### src/rtl/sdram_arb_pkg.sv
// Shared definitions for the two-port SDRAM arbiter.
// Latency: n/a (types, constants and a decode helper only).
// Backpressure: n/a.
// Contents: default bus widths, FSM state codes, request-kind enum and decoder.
package sdram_arb_pkg;

  localparam int DEF_ADDR_W = 26;
  localparam int DEF_DATA_W = 32;

  // FSM state codes kept as plain constants so the state register is a simple vector.
  localparam logic [1:0] ST_IDLE  = 2'd0;
  localparam logic [1:0] ST_ISSUE = 2'd1;
  localparam logic [1:0] ST_WAIT  = 2'd2;
  localparam logic [1:0] ST_RESP  = 2'd3;

  typedef enum logic [1:0] {
    KIND_NULL  = 2'd0,
    KIND_READ  = 2'd1,
    KIND_WRITE = 2'd2
  } kind_e;

  // A nonzero byte mask always wins: a request with both rd and a mask is a write.
  function automatic kind_e decode_kind(input logic mask_nz, input logic rd);
    if (mask_nz) begin
      return KIND_WRITE;
    end else if (rd) begin
      return KIND_READ;
    end
    return KIND_NULL;
  endfunction

endpackage

### src/rtl/rr_pick2.sv
// Two-way round-robin picker: chooses which requesting port is granted.
// Latency: purely combinational.
// Backpressure: none; the caller decides when the grant is consumed.
// Ports: valid[1:0] requests in, last_grant (port served last) in,
//        grant (index of chosen port) out, any (some request present) out.
module rr_pick2 (
  input  logic [1:0] valid,
  input  logic       last_grant,
  output logic       grant,
  output logic       any
);

  always_comb begin
    any = |valid;
    // On a tie the port that was not served last wins; otherwise the lone requester.
    if (valid == 2'b11) begin
      grant = ~last_grant;
    end else begin
      grant = valid[1];
    end
  end

endmodule

### src/rtl/sdram_port_arbiter.sv
// Shares one word-wide SDRAM controller between instruction port 0 and data port 1.
// Latency: accept t, command at t+1 (if controller idle), response t+3+B for B busy cycles; null t+1.
// Backpressure: one request in flight; no acceptance until the response handshake completes.
// Ports: CLK/RST (sync, active-high); pN_req_* request channel with req_ready;
//        pN_rsp_* valid/ready response channel; sd_* controller command/busy interface.
module sdram_port_arbiter
  import sdram_arb_pkg::*;
#(
  parameter int ADDR_W = DEF_ADDR_W,
  parameter int DATA_W = DEF_DATA_W
) (
  input  logic                  CLK,
  input  logic                  RST,

  input  logic                  p0_req_valid,
  output logic                  p0_req_ready,
  input  logic [ADDR_W-1:0]     p0_req_addr,
  input  logic [DATA_W-1:0]     p0_req_wdata,
  input  logic [DATA_W/8-1:0]   p0_req_wmask,
  input  logic                  p0_req_rd,
  output logic                  p0_rsp_valid,
  input  logic                  p0_rsp_ready,
  output logic [DATA_W-1:0]     p0_rsp_data,

  input  logic                  p1_req_valid,
  output logic                  p1_req_ready,
  input  logic [ADDR_W-1:0]     p1_req_addr,
  input  logic [DATA_W-1:0]     p1_req_wdata,
  input  logic [DATA_W/8-1:0]   p1_req_wmask,
  input  logic                  p1_req_rd,
  output logic                  p1_rsp_valid,
  input  logic                  p1_rsp_ready,
  output logic [DATA_W-1:0]     p1_rsp_data,

  output logic [ADDR_W-1:0]     sd_addr,
  output logic [DATA_W-1:0]     sd_din,
  output logic [DATA_W/8-1:0]   sd_wmask,
  output logic                  sd_rd,
  input  logic [DATA_W-1:0]     sd_dout,
  input  logic                  sd_busy
);

  localparam int MASK_W = DATA_W / 8;

  logic [1:0]        state_q, state_d;
  logic              last_grant_q, last_grant_d;
  logic              seen_busy_q, seen_busy_d;
  logic              owner_q, owner_d;
  kind_e             kind_q, kind_d;
  logic [ADDR_W-1:0] addr_q, addr_d;
  logic [DATA_W-1:0] wdata_q, wdata_d;
  logic [MASK_W-1:0] wmask_q, wmask_d;
  logic [DATA_W-1:0] rsp_data_q, rsp_data_d;

  logic              grant;
  logic              any;
  logic              accept;
  logic              owner_rsp_ready;
  logic [ADDR_W-1:0] sel_addr;
  logic [DATA_W-1:0] sel_wdata;
  logic [MASK_W-1:0] sel_wmask;
  logic              sel_rd;
  kind_e             sel_kind;

  rr_pick2 u_pick (
    .valid      ({p1_req_valid, p0_req_valid}),
    .last_grant (last_grant_q),
    .grant      (grant),
    .any        (any)
  );

  always_comb begin
    sel_addr  = grant ? p1_req_addr  : p0_req_addr;
    sel_wdata = grant ? p1_req_wdata : p0_req_wdata;
    sel_wmask = grant ? p1_req_wmask : p0_req_wmask;
    sel_rd    = grant ? p1_req_rd    : p0_req_rd;
    sel_kind  = decode_kind(|sel_wmask, sel_rd);
    owner_rsp_ready = owner_q ? p1_rsp_ready : p0_rsp_ready;
  end

  always_comb begin
    state_d      = state_q;
    last_grant_d = last_grant_q;
    seen_busy_d  = seen_busy_q;
    owner_d      = owner_q;
    kind_d       = kind_q;
    addr_d       = addr_q;
    wdata_d      = wdata_q;
    wmask_d      = wmask_q;
    rsp_data_d   = rsp_data_q;
    // Ready is suppressed during reset so nothing is handed over in a cycle that gets discarded.
    accept       = (state_q == ST_IDLE) && any && !RST;

    case (state_q)
      ST_IDLE: begin
        if (accept) begin
          owner_d = grant;
          addr_d  = sel_addr;
          wdata_d = sel_wdata;
          wmask_d = sel_wmask;
          kind_d  = sel_kind;
          if (sel_kind == KIND_NULL) begin
            rsp_data_d = '0;
            state_d    = ST_RESP;
          end else begin
            state_d    = ST_ISSUE;
          end
        end
      end
      ST_ISSUE: begin
        // The controller samples the command on any cycle it is not busy,
        // including a busy left over from before a reset.
        if (!sd_busy) begin
          seen_busy_d = 1'b0;
          state_d     = ST_WAIT;
        end
      end
      ST_WAIT: begin
        // Completion is the falling edge of busy, so busy must be seen high first.
        if (sd_busy) begin
          seen_busy_d = 1'b1;
        end else if (seen_busy_q) begin
          rsp_data_d = (kind_q == KIND_READ) ? sd_dout : '0;
          state_d    = ST_RESP;
        end
      end
      ST_RESP: begin
        if (owner_rsp_ready) begin
          last_grant_d = owner_q;
          state_d      = ST_IDLE;
        end
      end
      default: begin
        state_d = ST_IDLE;
      end
    endcase
  end

  always_ff @(posedge CLK) begin
    if (RST) begin
      state_q      <= ST_IDLE;
      last_grant_q <= 1'b1;
      seen_busy_q  <= 1'b0;
      owner_q      <= 1'b0;
      kind_q       <= KIND_NULL;
      addr_q       <= '0;
      wdata_q      <= '0;
      wmask_q      <= '0;
      rsp_data_q   <= '0;
    end else begin
      state_q      <= state_d;
      last_grant_q <= last_grant_d;
      seen_busy_q  <= seen_busy_d;
      owner_q      <= owner_d;
      kind_q       <= kind_d;
      addr_q       <= addr_d;
      wdata_q      <= wdata_d;
      wmask_q      <= wmask_d;
      rsp_data_q   <= rsp_data_d;
    end
  end

  assign p0_req_ready = accept && !grant;
  assign p1_req_ready = accept && grant;

  assign p0_rsp_valid = (state_q == ST_RESP) && !owner_q;
  assign p1_rsp_valid = (state_q == ST_RESP) && owner_q;
  assign p0_rsp_data  = rsp_data_q;
  assign p1_rsp_data  = rsp_data_q;

  // Address and data simply follow the latch; only the strobes are limited to ISSUE.
  assign sd_addr  = addr_q;
  assign sd_din   = wdata_q;
  assign sd_rd    = (state_q == ST_ISSUE) && (kind_q == KIND_READ);
  assign sd_wmask = ((state_q == ST_ISSUE) && (kind_q == KIND_WRITE)) ? wmask_q : '0;

endmodule
### config.mk
export PLATFORM = sky130hd
export DESIGN_NAME = sdram_port_arbiter
export DESIGN_NICKNAME = d
export VERILOG_FILES = /design/src/rtl/sdram_arb_pkg.sv /design/src/rtl/rr_pick2.sv /design/src/rtl/sdram_port_arbiter.sv
export SDC_FILE = /design/constraint.sdc
export NUM_CORES = 1
export LEC_CHECK = 0
export ABC_CLOCK_PERIOD_IN_PS = 3800
export BUFFER_PORTS_ARGS = -buffer_cell sky130_fd_sc_hd__buf_2
export CAP_MARGIN = 30
export CORE_AREA = 2 2 113 115
export CTS_CLUSTER_DIAMETER = 40
export DETAILED_ROUTE_END_ITERATION = 12
export DIE_AREA = 0 0 115 117
export PLACE_DENSITY_LB_ADDON = 0.2
export SYNTH_ARGS = -nofsm -noshare
export SYNTH_HDL_FRONTEND = slang
export SYNTH_SLANG_ARGS = --single-unit
### constraint.sdc
create_clock -name CLK -period 3.8 [get_ports CLK]
set_clock_uncertainty 0.15 [all_clocks]
set_input_delay 0.19 -clock CLK [delete_from_list [all_inputs] [get_ports CLK]]
set_output_delay 0.19 -clock CLK [all_outputs]
set_load 0.05 [all_outputs]
==> results of run 1 <==
[state kept, by name, summed over array words and instances, names as in the netlist]
name and count:
kind_q 2, state_q 2, p0_rsp_data 32, wmask_q 4, last_grant_q 1, sd_addr 26, sd_din 32, seen_busy_q 1
owner_q 1
[logic make-up (layout without fill, tap and decap cells)]
kind of cell	count (synthesis)	in the layout	synth area share, %
AOI/OAI and AO/OA	115	115	24.46
adders and majority gates	5	5	1.493
buffers and inverters	69	445	10.51
DFF	101	101	48.27
muxes	18	18	4.301
other	0	2	0
and+or+nand+nor	98	98	10.96
[placed cells by master, fill, tap and decap left out, drive strengths merged, types with 2 or more instances in the layout]
| cell | Yosys | routed |
|---|---|---|
| clkinvlp | 0 | 2 |
| a211oi | 19 | 19 |
| nor3 | 2 | 2 |
| nand3b | 2 | 2 |
| dlygate4sd3 | 0 | 123 |
| nor2b | 4 | 4 |
| clkbuf | 11 | 10 |
| diode | 0 | 2 |
| nand2b | 3 | 3 |
| a222oi | 46 | 46 |
| and2 | 5 | 5 |
| buf | 53 | 302 |
| o21ai | 5 | 5 |
| a21oi | 4 | 4 |
| inv | 5 | 6 |
| nand2 | 2 | 2 |
| ha | 5 | 5 |
| o311ai | 2 | 2 |
| nor3b | 4 | 4 |
| dfxtp | 101 | 101 |
| a22o | 32 | 32 |
| mux2i | 18 | 18 |
| nor2 | 72 | 72 |
[metrics by stage]
| stage | total power, mW | utilization (%) | worst slack, ns | hold slack [ns] | std cells |
|---|---|---|---|---|---|
| final | 3.995 | 57.45 | 0.8005 | 0.02945 | 934 |
| after global placement | 2.744 | 44.77 | 1.435 | 0.2512 | 793 |
| after floorplan | 2.394 | - | 1.641 | 0.1655 | 406 |
| after global routing | 4.217 | 57.43 | 0.6684 | 0.05069 | 933 |
| after CTS | 4.002 | 57.41 | 0.8901 | 0.02081 | 932 |
| after detailed placement | 2.804 | 44.99 | 1.285 | 0.2532 | 794 |
[power breakdown]
part           switching, mW  leakage, nW  internal, mW
logic                   1.08         2.41         0.670
clock network          0.404        0.141         0.526
registers             0.0978        0.823          1.21
total                   1.58         3.37          2.41
[layer usage]
layer | GRT usage [%] | share of wire, % | up-vias
met5 | 0 | 0 | -
met4 | 11.49 | 3.2 | 0
met1 | 25.16 | 41 | 2282
li1 | - | - | 2267
met3 | 4.428 | 6.4 | 36
met2 | 37.84 | 50 | 258
[cell type report]
| type | instances | area [sq um] |
|---|---|---|
| inverter | 5 | 18.77 |
| timing repair buffer | 425 | 2780 |
| fill | 1072 | 5239 |
| tap | 150 | 187.7 |
| clock inverter | 5 | 58.81 |
| multi-input combinational | 236 | 1762 |
| antenna | 2 | 5.005 |
| sequential | 101 | 2022 |
| clock buffer | 10 | 239.0 |
[final timing paths]
kind                          end  depth (start not counted)
setup / recovery        sd_din[5]                          8
hold / removal        sd_addr[12]                          3
hold reg to reg   p0_rsp_data[19]                          1
setup reg to reg        sd_din[5]                          8
[worst max-delay path, cell delays in order, from the launching register on]
cell and delay [ns]:
dfxtp_1 0.34, inv_1 0.12, ha_1 0.33, nand2b_1 0.25, nor2b_4 0.38, buf_4 0.45
a222oi_1 0.19, dlygate4sd3_1 0.60, nor2_1 0.09
==> impl_metrics.env, run 1 <==
export IMPL_grt_max_degree=44
export IMPL_slew_headroom_pct=35.38
export IMPL_rsz0062_at_grt="no"
export IMPL_dpl_hpwl_microns=10030
export IMPL_die_h_microns=117
export IMPL_status="complete, no violations"
export IMPL_p_per_area_mw_per_mm2=564.8
export IMPL_synth_common_cells="dfxtp_1, nor2_1, a222oi_1"
export IMPL_critical_path_arrival_ns=3.12
export IMPL_reg2reg_from="state_q[1]"
export IMPL_yosysSeqAreaShare_pct=48.27
export IMPL_drive_gt1_share_pct=41.69
export IMPL_syn_avg_cell_area_sq_um=10.32
export IMPL_antenna_left=0
export IMPL_cts_tree="built"
export IMPL_grt_ovfl_total=0
export IMPL_via_per_inst=5.185
export IMPL_rrSetupSlack_ns=0.80
export IMPL_rows=41
export IMPL_grt_pass1_wl_microns=22840
export IMPL_worst_slew_pin_slew_ns=0.9683
export IMPL_dr_pass1_iters=9
export IMPL_max_freq_ghz=0.3334
export IMPL_dieArea_sq_mm=0.01346
export IMPL_p_leak_nw=3.370
export IMPL_core_area_sq_mm=0.01231
export IMPL_clockBufferDepth=2
export IMPL_clock_sinks=101
export IMPL_vias=4843
export IMPL_finalSetupViolCount=0
export IMPL_syn_inst=406
export IMPL_synth_seq_cells=101
export IMPL_crit_fanout=37
export IMPL_h_tree_depth=3
export IMPL_setup_tns_ns=0
export IMPL_yosysTopAreaCell="dfxtp_1"
export IMPL_synthesis_nets=576
export IMPL_first_global_vias=4665
export IMPL_netlist_top_cells_area="dfxtp_1, a222oi_1, a22o_1, nor2_1, buf_4"
export IMPL_cp_end_kind="register"
export IMPL_grt_usage_pct=21.69
export IMPL_pin_count=296
export IMPL_synth_edf_count=0
export IMPL_finalCritPeriodShare_pct=78.94
export IMPL_placed_area_sq_mm=0.005539
export IMPL_syn_area_sq_mm=0.004189
export IMPL_ctsResizeCount=0
export IMPL_worstSetupPathType="reg2reg"
export IMPL_hp_class="in2reg"
export IMPL_period_minus_slack_ns=3.000
export IMPL_maxSlewViolCount=0
export IMPL_finalHoldViolCount=0
export IMPL_hold_start="p0_req_addr[12]"
export IMPL_worst_setup_path_start_kind="register"
export IMPL_portBuffers=295
export IMPL_globalplace_congestion=0.7943
export IMPL_cts_setup_buffers=0
export IMPL_cap_violations=0
export IMPL_die_w_microns=115
export IMPL_fin_nets=948
export IMPL_antenna_found_initial=1
export IMPL_cp_startpoint="state_q[1]"
export IMPL_ys_async_sr_fraction_pct=0
export IMPL_numCtsBuffers=9
export IMPL_clk_latency_ns=0.34
export IMPL_post_route_cell_area_sq_mm=0.007073
export IMPL_area_delta_synth_final_pct=68.85
export IMPL_synth_top_area_share_pct=48.27
export IMPL_wl_per_cell_microns=16.29
export IMPL_drc_errors=0
export IMPL_drt_iter0_drc=598
export IMPL_worstPathRequired_ns=3.92
export IMPL_cts_hold_fix_buffers=123
export IMPL_ys_warn_count=0
export IMPL_peakVddDrop_v=0.0002592
export IMPL_drt_wl_total_microns=15220
export IMPL_synth_most_common_cell="dfxtp_1"
export IMPL_synthDistinctLibCells=37
export IMPL_synthFlopType="dfxtp_1"
export IMPL_root_buffer="clkbuf_16"
export IMPL_start_util_pct=34.02
export IMPL_clk_pin_slew_ns=0.07
Note: power is estimated with default switching activity, not from simulation.
==> run 2, diff against run 1 <==
Settings changed: ABC_CLOCK_PERIOD_IN_PS 3800 to 3150, CORE_AREA 2 2 113 115 to 2 2 114 116, DIE_AREA 0 0 115 117 to 0 0 116 118.
Clock period 3.8 ns to 3.15 ns, I/O delays scaled along.
==> run 2 against run 1 <==
- critical path depth is the same
- flip-flop and latch count stayed put
- fmax up 4.0%
- setup slack worse by 0.53 ns
- utilization grew 0.14 points
- total power is 19% higher
- worst hold slack lost 0.023 ns
- clock-buffer cell count is the same
- combinational power rose by 20%
- global-route usage hardly changed
- sequential share of layout area is 0.31 points lower
- cell area is 1.1% higher
- critical path type unchanged
==> impl_metrics.env, run 2 (synthesis results as in run 1) <==
export IMPL_status="complete, no violations"
export IMPL_peakVddDrop_v=0.0003023
export IMPL_whs_path_depth=3
export IMPL_finalCritPeriodShare_pct=91.57
export IMPL_max_freq_ghz=0.3467
export IMPL_h_tree_depth=3
export IMPL_crit_fanout=46
export IMPL_p_leak_nw=3.384
export IMPL_placed_area_sq_mm=0.005572
export IMPL_critical_path_arrival_ns=3.00
export IMPL_dpl_hpwl_microns=9710
export IMPL_die_h_microns=118
export IMPL_globalplace_congestion=0.7992
export IMPL_area_delta_synth_final_pct=70.67
export IMPL_drt_wl_total_microns=14940
export IMPL_setup_tns_ns=0
export IMPL_clockBufferDepth=2
export IMPL_drc_errors=0
export IMPL_reg2reg_from="state_q[1]"
export IMPL_p_total_mw=4.769
export IMPL_clk_pin_slew_ns=0.07
export IMPL_hold_start="p1_req_addr[15]"
export IMPL_cap_violations=0
export IMPL_rows=41
export IMPL_setup_ws_ns=0.2656
export IMPL_pin_count=296
export IMPL_rrSetupSlack_ns=0.27
export IMPL_hp_class="in2reg"
export IMPL_finalNonFillerCells=961
export IMPL_first_global_vias=4891
export IMPL_drt_iter0_drc=406
export IMPL_vias=4764
export IMPL_whs_endpoint="sd_addr[15]"
export IMPL_antenna_found_initial=2
export IMPL_finalSetupViolCount=0
export IMPL_worstPathRequired_ns=3.27
export IMPL_cp_end_kind="register"
export IMPL_worst_setup_path_start_kind="register"
export IMPL_reg2reg_to="sd_din[4]"
export IMPL_fin_hold_ws_ns=0.006298
export IMPL_preCtsSetupSlack_ns=0.8042
export IMPL_drive_gt1_share_pct=41.30
export IMPL_grt_ovfl_total=0
export IMPL_cts_tree="built"
export IMPL_core_area_sq_mm=0.01241
export IMPL_antenna_left=0
export IMPL_fillers=1111
export IMPL_start_util_pct=33.74
export IMPL_maxSlewViolCount=0
export IMPL_grt_max_degree=51
export IMPL_fin_util_pct=57.59
export IMPL_via_per_inst=4.957
export IMPL_fin_nets=953
export IMPL_dr_pass1_iters=9
export IMPL_grt_usage_pct=21.65
export IMPL_numCtsBuffers=9
export IMPL_period_minus_slack_ns=2.884
export IMPL_rsz0062_at_grt="no"
export IMPL_clock_sinks=101
export IMPL_root_buffer="clkbuf_16"
export IMPL_layout_common_cells="buf_2, dlygate4sd3_1, dfxtp_1"
export IMPL_clk_latency_ns=0.34
export IMPL_layout_commonest_cell="buf_2"
export IMPL_p_per_area_mw_per_mm2=667.1
export IMPL_grt_pass1_wl_microns=23360
export IMPL_die_w_microns=116
export IMPL_finalHoldViolCount=0
export IMPL_area_sequential_sq_mm=0.002022
export IMPL_slew_headroom_pct=54.43
export IMPL_wl_per_cell_microns=15.55
export IMPL_reg2reg_depth=8
export IMPL_portBuffers=295
export IMPL_cts_setup_buffers=0
export IMPL_worst_slew_pin_slew_ns=0.6810
export IMPL_dpl_cell_count=816
export IMPL_dieArea_sq_mm=0.01369
export IMPL_multi_input_area_sq_mm=0.001762
export IMPL_post_route_cell_area_sq_mm=0.007149
export IMPL_worstSetupPathType="reg2reg"
==> run 2: worst max path at each step <==
stage          slack, ns        from            to  depth (start not counted)
2_1_floorplan       1.02  state_q[1]         sd_rd                          4
6_report            0.27  state_q[1]     sd_din[4]                          8
3_5_place_dp        0.80  state_q[1]  p0_req_ready                          6
4_1_cts             0.33  state_q[1]     sd_din[3]                          8
3_3_place_gp        0.88  state_q[1]  p0_req_ready                          6
5_1_grt             0.01  state_q[1]    sd_din[29]                          8
==> run 2: layout make-up <==
type	instances	area share, %
Antenna cell	2	0.07000
Clock buffer	10	3.203
Clock inverter	5	0.8750
Inverter	5	0.2625
Multi-Input combinational cell	236	24.64
Sequential cell	101	28.28
Tap cell	172	3.010
Timing Repair Buffer	430	39.66
==> run 2: power breakdown <==
part / total, mW / internal (mW) / switching, mW
combinational: 2.10 / 0.806 / 1.29
clock: 1.09 / 0.614 / 0.474
sequential: 1.58 / 1.47 / 0.117
==> run 2: per-layer routing <==
layer | GRT usage [%] | part of all wire, % | vias to the layer above
met1 | 23.23 | 39 | 2204
met4 | 10.12 | 2.6 | 0
met5 | 0 | 0 | -
li1 | - | - | 2274
met3 | 5.201 | 7.9 | 30
met2 | 39.22 | 51 | 256
==> run 2: repair_timing <==
action / 4_1_cts / 5_1_grt
resized for setup: 0 / 0
setup endpoints to repair: 0 / 0
endpoints found under the hold margin: 83 / 0
hold buffers: 128 / 0
==> run 2: critical path, stage by stage, from the launching register on <==
cell,delay [ns]
dfxtp_1,0.34
inv_1,0.13
ha_1,0.34
nand2b_1,0.26
nor3b_2,0.21
buf_4,0.44
a222oi_1,0.19
dlygate4sd3_1,0.60
nor2_1,0.10
==> run 3, diff against run 2 <==
Settings changed: ABC_AREA from default to 1.
==> run 3 against run 2 <==
- combinational power up 90%
- setup slack better by 0.13 ns
- fmax up 4.5%
- worst hold slack better by 0.0077 ns
- global-route usage up 2.4 points
- non-clock buffer count down 1
- area after synthesis up 12%
- largest power group unchanged
==> impl_metrics.env, run 3 <==
export IMPL_worst_slew_pin_slew_ns=0.6969
export IMPL_drt_iter0_drc=379
export IMPL_globalplace_congestion=0.8360
export IMPL_status="complete, no violations"
export IMPL_netlist_top_cells_area="dfxtp_1, nand2_1, a21oi_1, a22oi_1, nand3_1"
export IMPL_dpl_hpwl_microns=10400
export IMPL_grt_usage_pct=24.08
export IMPL_drive_gt1_share_pct=32.12
export IMPL_clockBufferDepth=2
export IMPL_clk_pin_slew_ns=0.07
export IMPL_cpLargestDelayFamily="buffers and inverters"
export IMPL_synth_most_common_cell="nand2_1"
export IMPL_ys_warn_count=0
export IMPL_fillers=1093
export IMPL_crit_fanout=47
export IMPL_rows=41
export IMPL_peakVddDrop_v=0.0004917
export IMPL_synth_edf_count=0
export IMPL_max_freq_ghz=0.3624
export IMPL_root_buffer="clkbuf_16"
export IMPL_cp_end_kind="register"
export IMPL_finalCritPeriodShare_pct=87.59
export IMPL_yosysTopAreaCell="dfxtp_1"
export IMPL_worst_setup_path_start_kind="register"
export IMPL_finalHoldViolCount=0
export IMPL_p_leak_nw=3.811
export IMPL_area_delta_synth_final_pct=62.06
export IMPL_grt_max_degree=63
export IMPL_core_area_sq_mm=0.01241
export IMPL_cts_setup_buffers=0
export IMPL_drc_errors=0
export IMPL_crit_slowest_cell="dlygate4sd3_1"
export IMPL_die_w_microns=116
export IMPL_clock_sinks=101
export IMPL_vias=5774
export IMPL_worstSetupPathType="reg2reg"
export IMPL_synth_seq_cells=101
export IMPL_max_stage_delay_ns=0.57
export IMPL_rsz0062_at_grt="no"
export IMPL_slew_headroom_pct=53.54
export IMPL_antenna_cells=0
export IMPL_synthFlopType="dfxtp_1"
export IMPL_via_per_inst=4.864
export IMPL_syn_inst=648
export IMPL_finalSetupViolCount=0
export IMPL_first_global_vias=5533
export IMPL_layout_commonest_cell="buf_2"
export IMPL_hp_class="in2reg"
export IMPL_syn_area_sq_mm=0.004686
export IMPL_pin_count=296
export IMPL_crit_buf_inv=4
export IMPL_synthesis_nets=818
export IMPL_syn_avg_cell_area_sq_um=7.231
export IMPL_p_per_area_mw_per_mm2=912.7
export IMPL_worstPathRequired_ns=3.24
export IMPL_h_tree_depth=3
export IMPL_start_util_pct=37.74
export IMPL_setup_tns_ns=0
export IMPL_die_h_microns=118
export IMPL_period_minus_slack_ns=2.759
export IMPL_critical_path_arrival_ns=2.85
export IMPL_dr_pass1_iters=4
export IMPL_dieArea_sq_mm=0.01369
export IMPL_antenna_found_initial=0
export IMPL_synth_common_cells="nand2_1, dfxtp_1, a21oi_1"
export IMPL_portBuffers=295
export IMPL_wl_per_cell_microns=14.23
export IMPL_p_total_mw=6.931
export IMPL_ys_async_sr_fraction_pct=0
export IMPL_yosysSeqAreaShare_pct=43.15
export IMPL_path_common_cell="inv_1"
export IMPL_maxSlewViolCount=0
export IMPL_cap_violations=0
export IMPL_fin_nets=1180
export IMPL_critical_path_cell_chain="inv_1, ha_1, o21ai_4, buf_4, inv_1, o21ai_0, a31oi_1, dlygate4sd3_1"
export IMPL_layout_common_cells="buf_2, nand2_1, dlygate4sd3_1"
export IMPL_cts_tree="built"
export IMPL_synth_top_area_share_pct=43.15
export IMPL_clk_latency_ns=0.35
export IMPL_synthDistinctLibCells=26
export IMPL_grt_ovfl_total=0
export IMPL_numCtsBuffers=9
export IMPL_antenna_left=0
export IMPL_grt_pass1_wl_microns=26160
export IMPL_drt_wl_total_microns=16890
[run 3: logic make-up after synthesis]
| kind of cell | share of synthesized area [%] |
|---|---|
| flops | 43.15 |
| simple gates | 24.94 |
| compound gates | 18.64 |
| buf+inv | 11.94 |
| fa+ha+maj | 1.335 |
[run 3: worst min-delay path, stage by stage]
cell and delay [ns]:
buf_2 0.10, nand2_1 0.07, o21ai_0 0.07, o211ai_1 0.08
[run 3: what timing repair did]
action                                 4_1_cts  5_1_grt
endpoints found under the hold margin       63        0
hold buffers                               125        0
gates resized for setup                      0        0
[run 3: area by class of cell]
cell class	count	area, sq um	area share [%]
multi-input cells	437	2112	27.81
clock inverters	3	43.79	0.5767
clock buffers	13	260.3	3.427
flip-flops and latches	101	2022	26.63
repair buffers	429	2820	37.14
inverters	32	120.1	1.582
well taps	172	215.2	2.834
[run 3: final timing paths]
path,startpoint,endpoint,slack [ns],cells after the start
max,state_q[0],wmask_q[1],0.39,8
min,p0_rsp_ready,last_grant_q,0.01,4
max reg2reg,state_q[0],wmask_q[1],0.39,8
min reg2reg,kind_q[0],kind_q[0],0.33,2
[run 3: per-stage QoR]
| stage | hold slack [ns] | cell area (sq um) | std cells | setup slack [ns] | utilization, % |
|---|---|---|---|---|---|
| after CTS | 0.004132 | 7594 | 1187 | 0.4016 | 61.17 |
| after global routing | 0.01263 | 7594 | 1187 | 0.2043 | 61.17 |
| after detailed placement | 0.2629 | 6038 | 1046 | 0.8415 | 48.64 |
| final | 0.01404 | 7594 | 1187 | 0.3908 | 61.17 |
| after floorplan | 0.1565 | 4686 | 648 | 1.076 | - |
| after global placement | 0.2652 | 6038 | 1046 | 0.8416 | 48.64 |
[run 3: per-layer routing]
layer / share of wire (%) / vias up / global-route usage [%]
li1: - / 2836 / -
met1: 39 / 2649 / 26.49
met2: 49 / 243 / 41.34
met3: 7.6 / 46 / 8.084
met4: 3.7 / 0 / 11.01
met5: 0 / - / 0
[run 3: report_power, final]
| part | total (mW) | switching [mW] | internal [mW] |
|---|---|---|---|
| Sequential | 1.79 | 0.198 | 1.59 |
| Combinational | 3.99 | 2.91 | 1.08 |
| Clock | 1.15 | 0.488 | 0.661 |
| Total | 6.93 | 3.60 | 3.33 |
